### src/rtl/mult_arb.sv
// Round-robin front end that shares one variable-latency multiplier between two
// requesters, with a per-transaction timeout and a one-cycle recovery gap.
//
// state     | meaning
// ----------+-------------------------------------------------------------
// S_IDLE    | multiplier stopped, arbitrating between req0 / req1
// S_RUN     | operands presented, m_start high, waiting for m_valid
// S_RECOVER | m_start low for one cycle so the multiplier reinitialises
module mult_arb #(
    parameter int TIMEOUT = 40
) (
    input  logic        clock,
    input  logic        reset,
    input  logic        req0,
    input  logic        req1,
    input  logic [31:0] a0,
    input  logic [31:0] b0,
    input  logic [31:0] a1,
    input  logic [31:0] b1,
    output logic        gnt0,
    output logic        gnt1,
    output logic [63:0] res,
    output logic        res_vld,
    output logic        res_id,
    output logic        res_err,
    output logic [31:0] m_mlier,
    output logic [31:0] m_mcand,
    output logic        m_start,
    input  logic [63:0] m_prodt,
    input  logic        m_valid
);

    localparam logic [1:0] S_IDLE    = 2'd0;
    localparam logic [1:0] S_RUN     = 2'd1;
    localparam logic [1:0] S_RECOVER = 2'd2;

    // TIMEOUT is at most 63, so six bits always hold the last RUN count
    localparam logic [5:0] CNT_LAST = 6'(TIMEOUT - 1);

    logic [1:0] state;
    logic       ptr;
    logic       run_id;
    logic [5:0] run_cnt;

    logic       any_req;
    logic       win_id;
    logic       in_idle;
    logic       in_run;
    logic       grant;
    logic       done_ok;
    logic       done_to;
    logic       finish;

    assign any_req = req0 | req1;
    assign win_id  = (req0 & req1) ? ptr : req1;
    assign in_idle = (state == S_IDLE);
    assign in_run  = (state == S_RUN);
    assign grant   = in_idle & any_req;
    // a product arriving on the last allowed cycle still counts as a result
    assign done_ok = in_run & m_valid;
    assign done_to = in_run & ~m_valid & (run_cnt == CNT_LAST);
    assign finish  = done_ok | done_to;

    always_ff @(posedge clock) begin
        if (reset) begin
            state <= S_IDLE;
        end else begin
            case (state)
                S_IDLE: begin
                    if (any_req) begin
                        state <= S_RUN;
                    end
                end
                S_RUN: begin
                    if (finish) begin
                        state <= S_RECOVER;
                    end
                end
                S_RECOVER: begin
                    state <= S_IDLE;
                end
                default: begin
                    state <= S_IDLE;
                end
            endcase
        end
    end

    always_ff @(posedge clock) begin
        if (reset) begin
            ptr     <= 1'b0;
            run_id  <= 1'b0;
            m_mlier <= 32'd0;
            m_mcand <= 32'd0;
        end else if (grant) begin
            ptr     <= ~win_id;
            run_id  <= win_id;
            m_mlier <= win_id ? a1 : a0;
            m_mcand <= win_id ? b1 : b0;
        end
    end

    always_ff @(posedge clock) begin
        if (reset) begin
            run_cnt <= 6'd0;
        end else if (grant) begin
            run_cnt <= 6'd0;
        end else if (in_run && !finish) begin
            run_cnt <= run_cnt + 6'd1;
        end
    end

    always_ff @(posedge clock) begin
        if (reset) begin
            m_start <= 1'b0;
        end else if (grant) begin
            m_start <= 1'b1;
        end else if (!in_run || finish) begin
            m_start <= 1'b0;
        end
    end

    always_ff @(posedge clock) begin
        if (reset) begin
            gnt0 <= 1'b0;
            gnt1 <= 1'b0;
        end else begin
            gnt0 <= grant & ~win_id;
            gnt1 <= grant & win_id;
        end
    end

    // result fields only move on a completion so they hold between pulses
    always_ff @(posedge clock) begin
        if (reset) begin
            res_vld <= 1'b0;
            res     <= 64'd0;
            res_id  <= 1'b0;
            res_err <= 1'b0;
        end else begin
            res_vld <= finish;
            if (finish) begin
                res     <= done_ok ? m_prodt : 64'd0;
                res_id  <= run_id;
                res_err <= done_to;
            end
        end
    end

endmodule

### config.mk
export PLATFORM = sky130hd
export DESIGN_NAME = mult_arb
export DESIGN_NICKNAME = d
export VERILOG_FILES = /design/src/rtl/mult_arb.sv
export SDC_FILE = /design/constraint.sdc
export NUM_CORES = 1
export LEC_CHECK = 0
export ABC_CLOCK_PERIOD_IN_PS = 2750
export CORE_MARGIN = 1.5
export CORE_UTILIZATION = 30
export DETAILED_ROUTE_END_ITERATION = 8
export PLACE_DENSITY = 0.74
export SYNTH_ARGS = -nofsm -noshare
export SYNTH_HDL_FRONTEND = slang
export SYNTH_SLANG_ARGS = --single-unit
### constraint.sdc
create_clock -name clock -period 2.75 [get_ports clock]
set_clock_uncertainty 0.2 [all_clocks]
set_input_delay 0.55 -clock clock [delete_from_list [all_inputs] [get_ports clock]]
set_output_delay 0.55 -clock clock [all_outputs]
set_load 0.02 [all_outputs]
==> results.json <==
{
  "drv_slew": 0,
  "synth_xor_area_share_pct": 0,
  "run_status": "finished clean",
  "core_area_mm2": 0.0195,
  "synth_warnings": 0,
  "cts_buffer_depth": 2,
  "avgViaCountPerCell": 5.05,
  "place_congestion": 0.860,
  "grt_overflow": 0,
  "cp.required_ps": 2910,
  "yosys.area_share.adder_pct": 0.211,
  "cts.sinks": 144,
  "worstMarginPinSlew_ps": 1090,
  "path_cells": "clkdlybuf4s50_1, a21oi_4, buf_4, and3_1, a221o_1",
  "io_pins": 331,
  "startpoint_type": "input pin",
  "grt_use_met1_pct": 20.4,
  "hold_viol_final": 0,
  "end_kind": "flip-flop",
  "first_iter_violations": 177,
  "setup_viol": 0,
  "dpl.hpwl_mm": 14.7,
  "path_buf_inv": 2,
  "grt_first_pass_wirelength_mm": 30.1,
  "hp-class": "flip-flop to flip-flop",
  "setup-tns-final_ps": 0,
  "netlist_area_mm2": 0.00594,
  "cts_setup_buffers": 0,
  "synth_top_family_by_area": "compound AO/OA/AOI/OAI gates",
  "crit_arrival_ps": 2460,
  "synthCells": 600,
  "grt_max_degree": 75,
  "grt_util_met2_pct": 33.8,
  "met3_usage_pct": 7.03,
  "path_delay_family": "compound AO/OA/AOI/OAI gates",
  "nFillCells": 1795,
  "cts_resized": 0,
  "first_global_vias": 5593,
  "cts-htree-levels": 4,
  "ant_nets": 0,
  "min_period_ps": 2300,
  "grt_use_total_pct": 19.0,
  "fin_area_mm2": 0.0101,
  "power_density_mw_per_mm2": 588,
  "slowest_stage": "a21oi_4",
  "final_cells": 1176,
  "max_freq_mhz": 435,
  "syn-num-nets": 798,
  "final_nets": 1097,
  "ctsHoldBuffers": 0,
  "clkLatencyLatePin_ps": 410,
  "num_rows": 51,
  "final_core_util_pct": 51.8,
  "area_growth_pct": 70.0,
  "period_share_pct": 83.7,
  "synth_compound_area_share_pct": 30.8,
  "cpPeakStageDelay_ps": 870,
  "wl_per_cell_um": 17.3,
  "synth_top_area_share_pct": 48.6,
  "leakagePower_nw": 3.78,
  "yosys.area.top_type": "dfxtp_1",
  "irDropWorstVdd_uv": 376,
  "yosysSeqAreaShare_pct": 48.6,
  "path_max_fanout": 52,
  "synth_top_cells_by_area": "dfxtp_1 (49%), a221o_1 (9.9%), o211ai_2 (8.4%), and3_1 (6.3%), a21oi_1 (5.6%)",
  "top_usage_layer": "met2",
  "tritoncts": "yes",
  "wl_mm": 20.4,
  "io_buffers": 330,
  "total_power_mw": 5.93,
  "dr.pass1.iters": 4,
  "cap_violations": 0,
  "diodes": 0,
  "post_dp_cell_area_mm2": 0.00949,
  "relSlewSlack_pct": 27.2,
  "syn_avg_cell_area_um2": 9.89,
  "synthSimpleGateAreaFrac_pct": 14.1,
  "rsz0062_at_grt": "false",
  "start_util_pct": 30.5,
  "ys_types": 42,
  "vias": 5936,
  "die-area_mm2": 0.0206,
  "cts_buffers": 17,
  "worst-setup-path-type": "input pin to flip-flop",
  "clock-root-buffer": "clkbuf_16",
  "drcViolationCount": 0,
  "drive_gt1_share_pct": 10.5,
  "die_y_um": 144,
  "antenna_found_initial": 0,
  "dp_cells": 1145,
  "synth-seq-cells": 144,
  "fp.dieW_um": 144,
  "rrSetupSlack_ps": 670,
  "cts.clk_slew.worst_paths_ps": 60,
  "synth_mux_area_share_pct": 0.843
}
flip-flops by register name, summed over array words and instances (netlist names):
| name | cells |
|---|---|
| res_vld | 1 |
| run_id | 1 |
| res | 64 |
| m_mlier | 32 |
| m_mcand | 32 |
| res_id | 1 |
| ptr | 1 |
| m_start | 1 |
| gnt1 | 1 |
| state | 2 |
| gnt0 | 1 |
| run_cnt | 6 |
| res_err | 1 |
report_power, final:
part	leakage, nW	internal (mW)	total, mW	switching (mW)
Combinational	2.32	0.656	1.23	0.569
Clock	0.286	1.45	2.37	0.917
Sequential	1.18	2.24	2.33	0.0981
cell usage after synthesis, drive strengths merged:
master  number
nand4        6
buf         34
ha           1
a21boi       1
nand4b       1
nand3b       1
and3        60
dfxtp      144
mux2i        5
clkbuf      32
o211a        1
nor3b        3
o21ai        7
a31oi        6
a21o         2
nor4         1
a21oi       68
o31ai        1
and3b        1
or3          1
nand3        5
and4         1
inv          3
a211o        2
o31a         1
nand2b       1
nor2         3
and2         3
or3b         2
a221o       59
or2          2
o211ai      72
nand2       69
o21a         1
cells in the final DEF (no fill, tap or decap), drive strengths merged, types with 7 or more instances in the layout:
cell           instances
a21oi                 68
a221o                 59
and3                  60
buf                   17
clkbuf                19
clkdlybuf4s50        329
dfxtp                144
nand2                 69
o211ai                72
o21ai                  7
final timing paths:
path / to / start / cells after the start
worst max-delay path: m_mcand[24] / req1 / 5
worst min-delay path: run_id / run_id / 1
worst max register to register: m_mcand[24] / ptr / 4
worst min register to register: run_id / run_id / 1
kinds of logic (layout without fill, tap and decap cells):
kind of cell	Yosys count	count (layout)
muxes	5	5
DFF	144	144
adders and majority gates	1	1
and+or+nand+nor	160	160
AOI/OAI and AO/OA	221	221
buffers and inverters	69	380
final cells by class:
| cell class | instances | area (um^2) | area share, % |
|---|---|---|---|
| Clock buffer | 19 | 443 | 4.39 |
| Clock inverter | 12 | 158 | 1.56 |
| Inverter | 3 | 11.3 | 0.112 |
| Multi-Input combinational cell | 387 | 2760 | 27.3 |
| Sequential cell | 144 | 2880 | 28.6 |
| Tap cell | 265 | 332 | 3.29 |
| Timing Repair Buffer | 346 | 3510 | 34.8 |
worst register-to-register path, stage by stage, from the launching register on:
cell and delay, ps:
dfxtp_1 380, a21oi_4 880, buf_4 310, and3_1 160, a221o_1 100
routing by layer:
layer	up-vias	wire, um	share of wire [%]
met2	243	10100	50
li1	2889	-	-
met3	30	1810	8.9
met1	2774	7940	39
met4	0	478	2.3
met5	-	0	0
metrics by stage:
stage	setup slack (ps)	hold slack (ps)
after floorplan	899	226
after global placement	50.6	233
after detailed placement	35.7	239
after CTS	473	255
after global routing	371	280
final	449	251
Note: power is estimated with default switching activity, not from simulation.
